[config.mk]
export PLATFORM = sky130hd
export DESIGN_NAME = pdm_audio_cic_flat
export DESIGN_NICKNAME = d
export VERILOG_FILES = /design/src/rtl/pdm_audio_cic_if.sv /design/src/rtl/pdm_audio_cic.sv /design/src/flat_wrapper.sv
export SDC_FILE = /design/constraint.sdc
export NUM_CORES = 1
export LEC_CHECK = 0
export ABC_AREA = 1
export ABC_CLOCK_PERIOD_IN_PS = 8470
export BUFFER_PORTS_ARGS = -buffer_cell sky130_fd_sc_hd__buf_2
export CAP_MARGIN = 20
export CORE_MARGIN = 4
export CORE_UTILIZATION = 30
export CTS_BUF_LIST = sky130_fd_sc_hd__clkbuf_8
export DETAILED_ROUTE_END_ITERATION = 10
export PLACE_DENSITY = 0.54
export SYNTH_ARGS = -nofsm -noshare
export SYNTH_HDL_FRONTEND = slang
export SYNTH_SLANG_ARGS = --single-unit
export TNS_END_PERCENT = 10
[constraint.sdc]
create_clock -name i_hf_clock -period 8.47 [get_ports i_hf_clock]
set_clock_uncertainty 0.2 [all_clocks]
set_input_delay 0.4235 -clock i_hf_clock [delete_from_list [all_inputs] [get_ports i_hf_clock]]
set_output_delay 0.4235 -clock i_hf_clock [all_outputs]
set_load 0.05 [all_outputs]
[src/rtl/pdm_audio_cic_if.sv]
// PCM sample handshake between the CIC decimator and its consumer.
// master = decimator, slave = CPU/FIFO side.
interface pdm_audio_cic_if #(
  parameter int OUT_WIDTH = 16
);
  logic signed [OUT_WIDTH-1:0] o_sample;
  logic                        o_valid;
  logic                        i_ready;

  modport master (
    output o_sample,
    output o_valid,
    input  i_ready
  );

  modport slave (
    input  o_sample,
    input  o_valid,
    output i_ready
  );
endinterface

[src/rtl/pdm_audio_cic.sv]
// PDM microphone to PCM: 3rd-order CIC decimator with valid/ready out.
// Optional gain stage: define PDM_AUDIO_CIC_GAIN_EN to add i_gain[1:0].
module pdm_audio_cic #(
  parameter int DECIM      = 64,
  parameter int LOG2_DECIM = 6,
  parameter int OUT_WIDTH  = 16
) (
  input  logic i_hf_clock,
  input  logic i_reset,
  input  logic i_enable,
  input  logic i_pdm_clk,
  input  logic i_pdm_data,
  input  logic i_edge_sel,
`ifdef PDM_AUDIO_CIC_GAIN_EN
  input  logic [1:0] i_gain,
`endif
  input  logic i_clear_overrun,
  output logic o_overrun,
  pdm_audio_cic_if.master pcm
);

  localparam int W  = 3*LOG2_DECIM+2;
  localparam int S  = 3*LOG2_DECIM+1-OUT_WIDTH;
  localparam int GW = W+3;
  localparam logic signed [GW-1:0] SMAX =
    GW'(2**(OUT_WIDTH-1)-1);
  localparam logic signed [GW-1:0] SMIN =
    GW'(-(2**(OUT_WIDTH-1)));
  localparam logic [LOG2_DECIM-1:0] CLAST =
    LOG2_DECIM'(DECIM-1);

  logic clk_d;
  logic sync1;
  logic sync2;
  logic strobe;
  logic wrap;
  logic [LOG2_DECIM-1:0] cnt;
  logic fe_q;
  logic cv_q;
  logic [1:0] gain_q;

  logic signed [W-1:0] in_val;
  logic signed [W-1:0] int1, int2, int3;
  logic signed [W-1:0] i1n, i2n, i3n;
  logic signed [W-1:0] z1, z2, z3;
  logic signed [W-1:0] d1, d2, d3;
  logic signed [W-1:0] comb_q;
  logic signed [W-1:0] sh;
  logic signed [GW-1:0] ext;
  logic signed [GW-1:0] gs;
  logic signed [OUT_WIDTH-1:0] fmt;
  logic ovr_set;

  assign strobe = i_enable &&
    (i_edge_sel ? (clk_d && !i_pdm_clk)
                : (!clk_d && i_pdm_clk));
  assign wrap   = strobe && (cnt == CLAST);
  assign in_val = sync2 ? W'(1) : {W{1'b1}};

  assign i1n = int1 + in_val;
  assign i2n = int2 + i1n;
  assign i3n = int3 + i2n;

  assign d1 = int3 - z1;
  assign d2 = d1 - z2;
  assign d3 = d2 - z3;

  // PDM clock delay for edge detect; tracks even while disabled
  always_ff @(posedge i_hf_clock or posedge i_reset) begin
    if (i_reset) clk_d <= 1'b0;
    else         clk_d <= i_pdm_clk;
  end

  // two-flop synchronizer for the asynchronous pad data
  always_ff @(posedge i_hf_clock or posedge i_reset) begin
    if (i_reset) begin
      sync1 <= 1'b0;
      sync2 <= 1'b0;
    end else if (!i_enable) begin
      sync1 <= 1'b0;
      sync2 <= 1'b0;
    end else begin
      sync1 <= i_pdm_data;
      sync2 <= sync1;
    end
  end

  // integrator cascade and decimation counter at the PDM rate
  always_ff @(posedge i_hf_clock or posedge i_reset) begin
    if (i_reset) begin
      int1 <= '0;
      int2 <= '0;
      int3 <= '0;
      cnt  <= '0;
      fe_q <= 1'b0;
    end else if (!i_enable) begin
      int1 <= '0;
      int2 <= '0;
      int3 <= '0;
      cnt  <= '0;
      fe_q <= 1'b0;
    end else begin
      fe_q <= wrap;
      if (strobe) begin
        int1 <= i1n;
        int2 <= i2n;
        int3 <= i3n;
        cnt  <= cnt + 1'b1;
      end
    end
  end

`ifdef PDM_AUDIO_CIC_GAIN_EN
  // gain is latched with the frame it applies to
  always_ff @(posedge i_hf_clock or posedge i_reset) begin
    if (i_reset)   gain_q <= 2'd0;
    else if (wrap) gain_q <= i_gain;
  end
`else
  assign gain_q = 2'd0;
`endif

  // comb cascade, all three stages step together per frame
  always_ff @(posedge i_hf_clock or posedge i_reset) begin
    if (i_reset) begin
      z1     <= '0;
      z2     <= '0;
      z3     <= '0;
      comb_q <= '0;
      cv_q   <= 1'b0;
    end else if (!i_enable) begin
      z1     <= '0;
      z2     <= '0;
      z3     <= '0;
      comb_q <= '0;
      cv_q   <= 1'b0;
    end else begin
      cv_q <= fe_q;
      if (fe_q) begin
        z1     <= int3;
        z2     <= d1;
        z3     <= d2;
        comb_q <= d3;
      end
    end
  end

  assign sh  = comb_q >>> S;
  assign ext = {{3{sh[W-1]}}, sh};
  assign gs  = ext <<< gain_q;

  // scale down, apply gain, clamp to the PCM range
  always_comb begin
    fmt = gs[OUT_WIDTH-1:0];
    if (gs > SMAX)      fmt = SMAX[OUT_WIDTH-1:0];
    else if (gs < SMIN) fmt = SMIN[OUT_WIDTH-1:0];
  end

  assign ovr_set = i_enable && cv_q &&
                   pcm.o_valid && !pcm.i_ready;

  // output register with handshake; new sample beats accept
  always_ff @(posedge i_hf_clock or posedge i_reset) begin
    if (i_reset) begin
      pcm.o_sample <= '0;
      pcm.o_valid  <= 1'b0;
    end else if (!i_enable) begin
      pcm.o_valid  <= 1'b0;
    end else if (cv_q) begin
      pcm.o_sample <= fmt;
      pcm.o_valid  <= 1'b1;
    end else if (pcm.o_valid && pcm.i_ready) begin
      pcm.o_valid  <= 1'b0;
    end
  end

  // sticky overrun flag; a set beats a same-cycle clear
  always_ff @(posedge i_hf_clock or posedge i_reset) begin
    if (i_reset)              o_overrun <= 1'b0;
    else if (ovr_set)         o_overrun <= 1'b1;
    else if (i_clear_overrun) o_overrun <= 1'b0;
  end

endmodule

[src/flat_wrapper.sv]
// flat-port wrapper written by rule: the top's interface ports become plain ports
module pdm_audio_cic_flat 
#(
  parameter int DECIM      = 64,
  parameter int LOG2_DECIM = 6,
  parameter int OUT_WIDTH  = 16
)
  (i_hf_clock, i_reset, i_enable, i_pdm_clk, i_pdm_data, i_edge_sel, i_clear_overrun, o_overrun, pcm_o_sample, pcm_o_valid, pcm_i_ready);
  pdm_audio_cic_if #(.OUT_WIDTH(OUT_WIDTH)) pcm_i ();
  input  logic i_hf_clock;
  input  logic i_reset;
  input  logic i_enable;
  input  logic i_pdm_clk;
  input  logic i_pdm_data;
  input  logic i_edge_sel;
  input  logic i_clear_overrun;
  output logic o_overrun;
  output wire logic [$bits(pcm_i.o_sample)-1:0] pcm_o_sample;
  output wire logic [$bits(pcm_i.o_valid)-1:0] pcm_o_valid;
  input wire logic [$bits(pcm_i.i_ready)-1:0] pcm_i_ready;
  assign pcm_o_sample = pcm_i.o_sample;
  assign pcm_o_valid = pcm_i.o_valid;
  assign pcm_i.i_ready = pcm_i_ready;
  pdm_audio_cic #(.DECIM(DECIM), .LOG2_DECIM(LOG2_DECIM), .OUT_WIDTH(OUT_WIDTH)) u_core (.i_hf_clock(i_hf_clock), .i_reset(i_reset), .i_enable(i_enable), .i_pdm_clk(i_pdm_clk), .i_pdm_data(i_pdm_data), .i_edge_sel(i_edge_sel), .i_clear_overrun(i_clear_overrun), .o_overrun(o_overrun), .pcm(pcm_i));
endmodule
# == Word level (Yosys, flattened, before mapping) ==
# Index checks and enable logic that the tools add are counted.
# word_totals
reg_bits,169
in_bits,8
output_inout_bits,18
# op_classes
addsub,7
order_cmp,2
n_eq_ne,4
muxes,29
n_reduce_logical,13
# ops
cell,count
20-bit two-way mux,15
20-bit adder,3
20-bit subtractor,3
16-bit two-way mux,2
17-bit by 16-bit > comparator with 1-bit output (second input constant),1
17-bit by 16-bit less-than comparator with 1-bit output (second input constant),1
6-bit two-way mux,2
1-bit two-way mux,10
1-bit logical AND,8
6-bit by 1-bit adder with 6-bit output (second input constant),1
6-bit equality test (second input constant),1
2-bit by 1-bit != test with 1-bit output (second input constant),2
1-bit logical NOT,3
3-bit by 1-bit != test with 1-bit output (second input constant),1
2-bit AND reduction,1
2-bit nonzero test,1

# == Logic depth before layout (Yosys ltp) ==
# Gate-level depths: netlist (run 1).
# logic_depth
depth_word,6
depth_mapped,36
depth_no_buf,36

# == Worst setup path before layout (run 1) ==
# No wires, ideal clock.
# synth_timing
kind,reg2reg
from,register u_core.sync2
to,register u_core.int3[18]
setup_time_ns,0.129
arrival_ns,4.685
t_required_ns,8.141
path_slack_ns,3.456
stages_incl_launch_ff,30
period_less_slack_ns,5.014
cell_sequence,dfrtp_1 > inv_1 > ha_1 > a21oi_1 > o21ai_2 > a21oi_2 > o21ai_2 > a21oi_2 > xor2_1 > inv_1 > ha_1 > nand2_1 > nor2_1 > a211oi_2 > nand3_1 > a21oi_1 > o21ai_0 > or2_0 > nand2_1 > inv_1 > ha_1 > inv_1 > nor3_1 > inv_1 > nor3_1 > nand3_1 > o211ai_1 > a21oi_1 > o21ai_0 > o21ai_0
# synth_between
elab_chain_len,6
# synth_lines
item,line,text
from (decl),pdm_audio_cic.sv:34,logic sync2;
from (signal assigned),pdm_audio_cic.sv:84,sync2 <= sync1;
20-bit two-way mux,pdm_audio_cic.sv:58,assign in_val = sync2 ? W'(1) : {W{1'b1}};
20-bit adder,pdm_audio_cic.sv:60,assign i1n = int1 + in_val;
20-bit adder,pdm_audio_cic.sv:61,assign i2n = int2 + i1n;
20-bit adder,pdm_audio_cic.sv:62,assign i3n = int3 + i2n;
20-bit two-way mux,pdm_audio_cic.sv:104,if (strobe) begin
20-bit two-way mux,pdm_audio_cic.sv:96,end else if (!i_enable) begin
to (signal assigned),pdm_audio_cic.sv:107,int3 <= i3n;
to (decl),pdm_audio_cic.sv:43,"logic signed [W-1:0] int1, int2, int3;"
# No other way between the ends. The select of a mux whose other input is x is not followed.
# A chain may end at the register's enable or synchronous reset.

# == Worst setup path in the final report (run 1) ==
# layout_timing
from,register u_core.sync2
to,register u_core.int3[19]
# The elaborated chain is that of the path after synthesis.

==> results of run 1 <==
[tightest hold or removal path, cell delays in order]
cell	delay (ns)
sky130_fd_sc_hd__buf_2	0.16
sky130_fd_sc_hd__nand2_1	0.07
sky130_fd_sc_hd__inv_1	0.03
[sequential cells by signal (all words and copies together) (netlist names), 6 cells and up]
signal	flops
u_core.cnt	6
u_core.comb_q	17
u_core.int1	20
u_core.int2	20
u_core.int3	20
u_core.pcm.o_sample	16
u_core.z1	20
u_core.z2	20
u_core.z3	20
[cells in the mapped netlist (2+ instances only)]
master and instances:
sky130_fd_sc_hd__o22ai_1 47, sky130_fd_sc_hd__o221ai_1 2, sky130_fd_sc_hd__o21bai_1 4, sky130_fd_sc_hd__o21ai_2 6
sky130_fd_sc_hd__o21ai_1 12, sky130_fd_sc_hd__nor4_1 9, sky130_fd_sc_hd__nand3_2 2, sky130_fd_sc_hd__o21ai_0 143
sky130_fd_sc_hd__a21boi_1 4, sky130_fd_sc_hd__a21oi_1 118, sky130_fd_sc_hd__o21a_1 2, sky130_fd_sc_hd__fa_1 5
sky130_fd_sc_hd__nand3_1 72, sky130_fd_sc_hd__o211ai_1 2, sky130_fd_sc_hd__nand4_1 15, sky130_fd_sc_hd__nor2_2 4
sky130_fd_sc_hd__xnor2_1 19, sky130_fd_sc_hd__a32o_1 2, sky130_fd_sc_hd__xor2_1 47, sky130_fd_sc_hd__a211oi_1 2
sky130_fd_sc_hd__a31oi_1 7, sky130_fd_sc_hd__inv_1 254, sky130_fd_sc_hd__a22o_1 21, sky130_fd_sc_hd__and2_1 7
sky130_fd_sc_hd__a21o_1 6, sky130_fd_sc_hd__nand3b_1 5, sky130_fd_sc_hd__buf_1 2, sky130_fd_sc_hd__or2_2 5
sky130_fd_sc_hd__ha_1 115, sky130_fd_sc_hd__a21oi_2 4, sky130_fd_sc_hd__nand2_1 334, sky130_fd_sc_hd__nor3_1 10
sky130_fd_sc_hd__dfrtp_1 166, sky130_fd_sc_hd__o31ai_1 8, sky130_fd_sc_hd__nor2_1 87, sky130_fd_sc_hd__clkbuf_1 24
sky130_fd_sc_hd__nand2_2 4, sky130_fd_sc_hd__buf_2 5
[metal layers]
layer / up-vias / GRT usage, % / wire length, um
met4: 0 / 3.04 / 340
met1: 4907 / 19.9 / 15600
met5: - / 0 / 0
met3: 23 / 2.15 / 965
met2: 155 / 22.8 / 13800
li1: 5352 / - / -
[worst paths after layout]
kind	start	to	depth (start not counted)
max in group asynchronous	i_reset	u_core.comb_q[14]$_DFFE_PP0P_	5
hold reg to reg	u_core.sync1$_DFF_PP0_	u_core.sync2$_DFF_PP0_	2
hold / removal	i_enable	u_core.sync1$_DFF_PP0_	3
setup reg to reg	u_core.sync2$_DFF_PP0_	u_core.int3[19]$_DFFE_PP0P_	21
setup / recovery	u_core.sync2$_DFF_PP0_	u_core.int3[19]$_DFFE_PP0P_	21
min in group asynchronous	i_reset	u_core.cnt[5]$_DFFE_PP0P_	3
[cells by family (layout without fill, tap and decap cells)]
group	count (synthesis)	after routing	share of synthesized area [%]
AOI/OAI and AO/OA	396	396	19.1
and+or+nand+nor	556	556	19.5
xor gates and xnor gates	66	66	4.83
adders and majority gates	120	120	12.9
buffers and inverters	286	325	9.02
DFF	166	166	34.7
[repair_timing]
action | in CTS | in global routing
setup buffers | 0 | 0
hold buffers | 5 | 0
endpoints found under the hold margin | 89 | 0
[per-stage QoR]
step | setup WS [ns] | hold slack, ns
global placement | 2.65 | 0.247
floorplan | 3.36 | 0.213
CTS | 2.44 | 0.0153
global route | 1.75 | 0.0264
detailed placement | 2.52 | 0.235
finish | 2.47 | 0.0321
[final cells by class]
class	count	area, um2
sequential	166	4150
clock buffer	17	234
timing repair buffer	39	263
tap	518	648
multi-input combinational	1138	6740
fill	4158	25800
inverter	255	962
clock inverter	14	165
==> report_table.html, run 1 <==
<table>
<tr><th>Metric</th><th>Value</th></tr>
<tr><th colspan="2">STA</th></tr>
<tr><td>Setup repair after global routing missed its margin</td><td>false</td></tr>
<tr><td>Count of endpoints failing hold in the final timing report</td><td>0</td></tr>
<tr><td>Final setup TNS</td><td>0 ns</td></tr>
<tr><td>Setup Viol. Count Final</td><td>0</td></tr>
<tr><td>Highest attainable clock frequency</td><td>167 MHz</td></tr>
<tr><td>Number of pins with negative max-slew slack in the final report</td><td>0</td></tr>
<tr><td>Share of the cycle needed by the critical path after routing</td><td>just over 70%</td></tr>
<tr><td>Minimum period implied by the final worst setup slack</td><td>roughly 6.0 ns</td></tr>
<tr><td>Slew @ Worst Pin</td><td>0.919 ns</td></tr>
<tr><td>Relative max-transition margin</td><td>38.5%</td></tr>
<tr><th colspan="2">Layout</th></tr>
<tr><td>Final standard cell area without fillers</td><td>roughly 0.013 mm2</td></tr>
<tr><td>Highest-count cells in the layout ignoring fill and taps</td><td>334 x sky130_fd_sc_hd__nand2_1, 253 x sky130_fd_sc_hd__inv_1, 166 x sky130_fd_sc_hd__dfrtp_1</td></tr>
<tr><td>Area Growth Syn to Fin</td><td>10.0%</td></tr>
<tr><td>Number of antenna cells inserted</td><td>0</td></tr>
<tr><td>Non-filler instance count after layout</td><td>2147</td></tr>
<tr><td>Proportion of layout cells with a drive suffix above 1</td><td>5.89%</td></tr>
<tr><td>Final standard cell utilization of the core</td><td>about a third</td></tr>
<tr><td>NumNets Final</td><td>1745</td></tr>
<tr><td>Leading cell type in the layout, fill and taps excluded</td><td>sky130_fd_sc_hd__nand2_1</td></tr>
<tr><th colspan="2">Logic synthesis</th></tr>
<tr><td>Number of enable-type register cells in the synthesized netlist</td><td>0</td></tr>
<tr><td>Flip-flop cell with the highest count after synthesis</td><td>sky130_fd_sc_hd__dfrtp_1</td></tr>
<tr><td>Area share of the largest cell type after synthesis</td><td>between 30% and 40%</td></tr>
<tr><td>Seq/Total Area, Yosys</td><td>approximately a third</td></tr>
<tr><td>Syn avg cell area</td><td>7.53 um2</td></tr>
<tr><td>Unique cell type count in the Yosys netlist</td><td>47</td></tr>
<tr><td>Cell type with the highest aggregate area in the netlist</td><td>sky130_fd_sc_hd__dfrtp_1</td></tr>
<tr><td>Share of synthesized registers carrying an async set or reset</td><td>100%</td></tr>
<tr><td>Yosys synthesis warning count</td><td>0</td></tr>
<tr><td>Gate count after technology mapping</td><td>1590</td></tr>
<tr><td>Leading cell types by total area after synthesis</td><td>sky130_fd_sc_hd__dfrtp_1 35%, sky130_fd_sc_hd__ha_1 12%, sky130_fd_sc_hd__nand2_1 10%, sky130_fd_sc_hd__inv_1 8.0%, sky130_fd_sc_hd__o21ai_0 6.0%</td></tr>
<tr><td>Mapped cell area</td><td>0.0120 mm2</td></tr>
<tr><td>Register bit count reported by yosys</td><td>166</td></tr>
<tr><td>Syn nets</td><td>1718</td></tr>
<tr><th colspan="2">CTS</th></tr>
<tr><td>Cell at the root of the clock tree</td><td>sky130_fd_sc_hd__clkbuf_8</td></tr>
<tr><td>Clock net sink count</td><td>166</td></tr>
<tr><td>Max Root-Sink Buffers</td><td>2</td></tr>
<tr><td>Htree depth</td><td>4</td></tr>
<tr><td>CTS tree</td><td>built</td></tr>
<tr><td>Worst skew pair latency</td><td>0.48 ns</td></tr>
<tr><td>Clock-pin transition on the worst setup and hold timing paths</td><td>0.11 ns</td></tr>
<tr><td>Number of buffers inserted during clock tree synthesis</td><td>17</td></tr>
<tr><td>PostCTS Resize Cnt</td><td>0</td></tr>
<tr><th colspan="2">Drt</th></tr>
<tr><td>Number of iterations in the first detailed-routing pass</td><td>8</td></tr>
<tr><td>DR vias/cell</td><td>4.86</td></tr>
<tr><td>Antenna viol nets, final</td><td>0</td></tr>
<tr><td>Residual DRC count</td><td>0</td></tr>
<tr><td>Wirelength per Cell</td><td>14.3 um</td></tr>
<tr><td>Total via count after detailed routing</td><td>10400</td></tr>
<tr><td>Post-detailed-routing wire length</td><td>30700 um</td></tr>
<tr><td>Initial DRC count</td><td>around 690</td></tr>
<tr><th colspan="2">Critical path</th></tr>
<tr><td>R2R Setup Slk</td><td>2.47 ns</td></tr>
<tr><td>Slowest-stage cell, CP</td><td>sky130_fd_sc_hd__inv_1</td></tr>
<tr><td>Crit path max-delay family</td><td>simple AND/OR/NAND/NOR gates</td></tr>
<tr><td>Cell type with the highest occurrence count on the critical path</td><td>sky130_fd_sc_hd__nand3_1</td></tr>
<tr><td>Arr. time, crit path</td><td>6.17 ns</td></tr>
<tr><td>Startpoint kind of the worst setup timing path</td><td>flop</td></tr>
<tr><td>CP Class</td><td>flop to flop</td></tr>
<tr><td>Worst path cell trace</td><td>inv_1 -&gt; ha_1 -&gt; a21oi_1 -&gt; o21ai_0 -&gt; a311oi_1 -&gt; nand3_1 -&gt; xor2_1 -&gt; ha_1 -&gt; nand2_1 -&gt; nor4_1 -&gt; nand4_1 -&gt; nand3_1 -&gt; xor2_1 -&gt; ha_1 -&gt; inv_1 -&gt; nor3_1 -&gt; nand4_1 -&gt; o221ai_1 -&gt; nand3_1 -&gt; nand3_1 -&gt; nand2_1</td></tr>
<tr><td>Kind of capture point of the worst setup path</td><td>flop</td></tr>
<tr><td>Delay of the slowest cell on the worst path</td><td>roughly 0.5 ns</td></tr>
<tr><td>CP Max Fanout</td><td>18</td></tr>
<tr><td>Req. time, crit path</td><td>8.64 ns</td></tr>
<tr><td>Number of buffers and inverters on the critical path</td><td>2</td></tr>
<tr><th colspan="2">Place</th></tr>
<tr><td>Area of placed instances</td><td>roughly 0.013 mm2</td></tr>
<tr><td>Half-perimeter wire length of the detailed placement result</td><td>23300 um</td></tr>
<tr><td>Placed Instances</td><td>2110</td></tr>
<tr><td>Global placement routability congestion</td><td>~0.84</td></tr>
<tr><td>IO Port Bufs</td><td>25</td></tr>
<tr><th colspan="2">Hold path</th></tr>
<tr><td>Path class of the lowest-slack min-delay path</td><td>input pin to flop</td></tr>
<tr><th colspan="2">Run</th></tr>
<tr><td>Max-cap violations</td><td>0</td></tr>
<tr><th colspan="2">Floorplanning</th></tr>
<tr><td>Die W</td><td>208 um</td></tr>
<tr><td>Starting density of the core</td><td>roughly 31%</td></tr>
<tr><td>Total core area</td><td>0.0390 mm2</td></tr>
<tr><td>Chip Height</td><td>208 um</td></tr>
<tr><td>Top-level I/O count</td><td>26</td></tr>
<tr><td>Placement row count</td><td>72</td></tr>
<tr><td>Die Area</td><td>0.0432 mm2</td></tr>
<tr><th colspan="2">Global routing</th></tr>
<tr><td>GRT Resource Usage Total</td><td>14.0%</td></tr>
<tr><td>First-pass GRT wire length</td><td>51200 um</td></tr>
<tr><td>Via count of the first global-routing pass</td><td>10100</td></tr>
<tr><td>Antenna violations before repair</td><td>0</td></tr>
<tr><td>Maximum number of pins on one net before global-route repair</td><td>87</td></tr>
<tr><td>Overflow left after global routing</td><td>0</td></tr>
<tr><th colspan="2">Run status</th></tr>
<tr><td>Result of the run</td><td>completed</td></tr>
</table>
Power of run 1 is left out: the tool's default activity adds up to more than one toggle a clock period on the data nets, which glitch-free logic cannot reach.
==> run 2: changes to the inputs <==
- ABC_CLOCK_PERIOD_IN_PS: 8470 -> 5940
- clock period: 8.47 -> 5.94 ns (I/O delays scaled with it)
==> run 2 against run 1 <==
Design area grew 0.64%; register-to-register slack lost 2.0 ns; worst hold slack gained 0.12 ns; wire length grew 1.1%; non-clock buffer count grew 6; core utilization grew 0.22 points; worst setup slack lost 2.0 ns; count of clock-buffer cells in the layout grew 2; sequential share of layout area shrank 0.20 points.
==> report_table.html, run 2 (synthesis results as in run 1) <==
<table>
<tr><th>Metric</th><th>Value</th></tr>
<tr><th colspan="2">Global routing</th></tr>
<tr><td>First-pass GRT wire length</td><td>52000 um</td></tr>
<tr><td>Antenna violations before repair</td><td>0</td></tr>
<tr><td>GRT Resource Usage Total</td><td>14.3%</td></tr>
<tr><td>Via count of the first global-routing pass</td><td>10000</td></tr>
<tr><td>Maximum number of pins on one net before global-route repair</td><td>71</td></tr>
<tr><td>Overflow left after global routing</td><td>0</td></tr>
<tr><th colspan="2">Layout</th></tr>
<tr><td>NumNets Final</td><td>1751</td></tr>
<tr><td>Highest-count cells in the layout ignoring fill and taps</td><td>334 x sky130_fd_sc_hd__nand2_1, 253 x sky130_fd_sc_hd__inv_1, 166 x sky130_fd_sc_hd__dfrtp_1</td></tr>
<tr><td>Leading cell type in the layout, fill and taps excluded</td><td>sky130_fd_sc_hd__nand2_1</td></tr>
<tr><td>Proportion of layout cells with a drive suffix above 1</td><td>6.36%</td></tr>
<tr><td>Number of antenna cells inserted</td><td>0</td></tr>
<tr><td>Area Growth Syn to Fin</td><td>10.7%</td></tr>
<tr><td>Non-filler instance count after layout</td><td>around 2200</td></tr>
<tr><td>Final standard cell utilization of the core</td><td>34.0%</td></tr>
<tr><td>Storage cell area</td><td>0.00415 mm2</td></tr>
<tr><td>Multi-input logic area</td><td>0.00677 mm2</td></tr>
<tr><td>Filler Cells Inserted</td><td>4146</td></tr>
<tr><th colspan="2">Critical path</th></tr>
<tr><td>Kind of capture point of the worst setup path</td><td>flop</td></tr>
<tr><td>Crit path max-delay family</td><td>simple AND/OR/NAND/NOR gates</td></tr>
<tr><td>Req. time, crit path</td><td>6.13 ns</td></tr>
<tr><td>CP Max Fanout</td><td>17</td></tr>
<tr><td>Startpoint kind of the worst setup timing path</td><td>flop</td></tr>
<tr><td>Delay of the slowest cell on the worst path</td><td>0.44 ns</td></tr>
<tr><td>Slowest-stage cell, CP</td><td>sky130_fd_sc_hd__dfrtp_1</td></tr>
<tr><td>Cell type with the highest occurrence count on the critical path</td><td>sky130_fd_sc_hd__nand2_1</td></tr>
<tr><td>CP Class</td><td>flop to flop</td></tr>
<tr><td>Number of buffers and inverters on the critical path</td><td>4</td></tr>
<tr><td>Arr. time, crit path</td><td>5.65 ns</td></tr>
<tr><td>R2R Setup Slk</td><td>0.47 ns</td></tr>
<tr><th colspan="2">CTS</th></tr>
<tr><td>CTS tree</td><td>built</td></tr>
<tr><td>Clock net sink count</td><td>166</td></tr>
<tr><td>Worst skew pair latency</td><td>0.50 ns</td></tr>
<tr><td>Cell at the root of the clock tree</td><td>sky130_fd_sc_hd__clkbuf_8</td></tr>
<tr><td>Post-CTS Setup Repair Bufs</td><td>0</td></tr>
<tr><td>Number of buffers inserted during clock tree synthesis</td><td>17</td></tr>
<tr><td>Htree depth</td><td>4</td></tr>
<tr><td>Clock-pin transition on the worst setup and hold timing paths</td><td>0.11 ns</td></tr>
<tr><td>Max Root-Sink Buffers</td><td>2</td></tr>
<tr><th colspan="2">Hold path</th></tr>
<tr><td>Path class of the lowest-slack min-delay path</td><td>input pin to asynchronous set/reset pin</td></tr>
<tr><th colspan="2">Run</th></tr>
<tr><td>Max-cap violations</td><td>0</td></tr>
<tr><th colspan="2">STA</th></tr>
<tr><td>Setup slack after layout</td><td>0.471 ns</td></tr>
<tr><td>Count of endpoints failing hold in the final timing report</td><td>0</td></tr>
<tr><td>Setup Viol. Count Final</td><td>0</td></tr>
<tr><td>Relative max-transition margin</td><td>34.6%</td></tr>
<tr><td>Number of pins with negative max-slew slack in the final report</td><td>0</td></tr>
<tr><td>Slew @ Worst Pin</td><td>roughly 1 ns</td></tr>
<tr><td>Setup repair after global routing missed its margin</td><td>true</td></tr>
<tr><td>Minimum period implied by the final worst setup slack</td><td>~5.5 ns</td></tr>
<tr><td>Share of the cycle needed by the critical path after routing</td><td>92.1%</td></tr>
<tr><td>Highest attainable clock frequency</td><td>183 MHz</td></tr>
<tr><th colspan="2">Floorplanning</th></tr>
<tr><td>Starting density of the core</td><td>around 30%</td></tr>
<tr><td>Placement row count</td><td>72</td></tr>
<tr><td>Total core area</td><td>0.0390 mm2</td></tr>
<tr><td>Die Area</td><td>0.0432 mm2</td></tr>
<tr><td>Chip Height</td><td>just over 200 um</td></tr>
<tr><td>Top-level I/O count</td><td>26</td></tr>
<tr><td>Die W</td><td>between 200 and 250 um</td></tr>
<tr><th colspan="2">Place</th></tr>
<tr><td>Placed Instances</td><td>between 2000 and 2500</td></tr>
<tr><td>Half-perimeter wire length of the detailed placement result</td><td>about 24000 um</td></tr>
<tr><td>Worst setup timing slack at the placement stage</td><td>between 0.3 and 0.4 ns</td></tr>
<tr><td>IO Port Bufs</td><td>25</td></tr>
<tr><td>Global placement routability congestion</td><td>about 0.89</td></tr>
<tr><th colspan="2">Drt</th></tr>
<tr><td>Residual DRC count</td><td>0</td></tr>
<tr><td>DR vias/cell</td><td>slightly below 5</td></tr>
<tr><td>Total via count after detailed routing</td><td>10400</td></tr>
<tr><td>Wirelength per Cell</td><td>approximately 14 um</td></tr>
<tr><td>Post-detailed-routing wire length</td><td>31000 um</td></tr>
<tr><td>Number of iterations in the first detailed-routing pass</td><td>5</td></tr>
<tr><td>Antenna viol nets, final</td><td>0</td></tr>
<tr><td>Initial DRC count</td><td>between 600 and 700</td></tr>
<tr><th colspan="2">Run status</th></tr>
<tr><td>Result of the run</td><td>completed</td></tr>
</table>
==> run 2: layout make-up <==
| class | count | area share (%) |
|---|---|---|
| Timing Repair Buffer | 45 | 2.25 |
| Multi-Input combinational cell | 1138 | 51.1 |
| Inverter | 255 | 7.26 |
| Tap cell | 518 | 4.89 |
| Clock inverter | 12 | 1.18 |
| Clock buffer | 19 | 1.97 |
| Sequential cell | 166 | 31.3 |
==> run 2: worst paths after layout <==
| check | depth (start not counted) | start | end |
|---|---|---|---|
| worst max-delay path | 26 | u_core.sync2$_DFF_PP0_ | u_core.int3[19]$_DFFE_PP0P_ |
| worst min-delay path | 3 | i_reset | u_core.int2[1]$_DFFE_PP0P_ |
| max in group asynchronous | 4 | i_reset | u_core.int1[13]$_DFFE_PP0P_ |
| min in group i_hf_clock | 7 | i_edge_sel | u_core.cnt[3]$_DFFE_PP0P_ |
| worst max register to register | 26 | u_core.sync2$_DFF_PP0_ | u_core.int3[19]$_DFFE_PP0P_ |
| worst min register to register | 2 | u_core.pcm.o_sample[8]$_DFFE_PP0P_ | u_core.pcm.o_sample[8]$_DFFE_PP0P_ |
==> run 2: worst reg2reg max path, delay by kind of cell, from the launching register on <==
family | cells | cell delay, ns
compound gates | 6 | 1.17
flops | 1 | 0.44
simple gates | 11 | 1.72
fa+ha+maj | 3 | 0.92
buf+inv | 4 | 0.47
xor+xnor | 2 | 0.44
==> run 2: repair_timing <==
action,in CTS,in global routing
gates resized for setup,0,9
endpoints found under the hold margin,54,0
endpoints found under the setup margin,0,4
hold buffers,9,0
==> run 2: stage by stage <==
stage | TNS (ns) | hold slack (ns) | area [um2]
6_report | 0 | 0.152 | 13300
5_1_grt | -0.0548 | 0.174 | 13300
4_1_cts | 0 | 0.133 | 13200
3_5_place_dp | 0 | 0.154 | 12700
3_3_place_gp | 0 | 0.148 | 12700
2_1_floorplan | 0 | 0.128 | 12000
==> run 2: layer usage <==
| layer | GRT usage, % | vias to the layer above | wire length [um] |
|---|---|---|---|
| met4 | 3.19 | 0 | 399 |
| met1 | 20.5 | 4835 | 15800 |
| li1 | - | 5369 | - |
| met5 | 0 | - | 0 |
| met3 | 2.71 | 23 | 1040 |
| met2 | 22.5 | 154 | 13800 |
Power of run 2 is left out for the same reason.
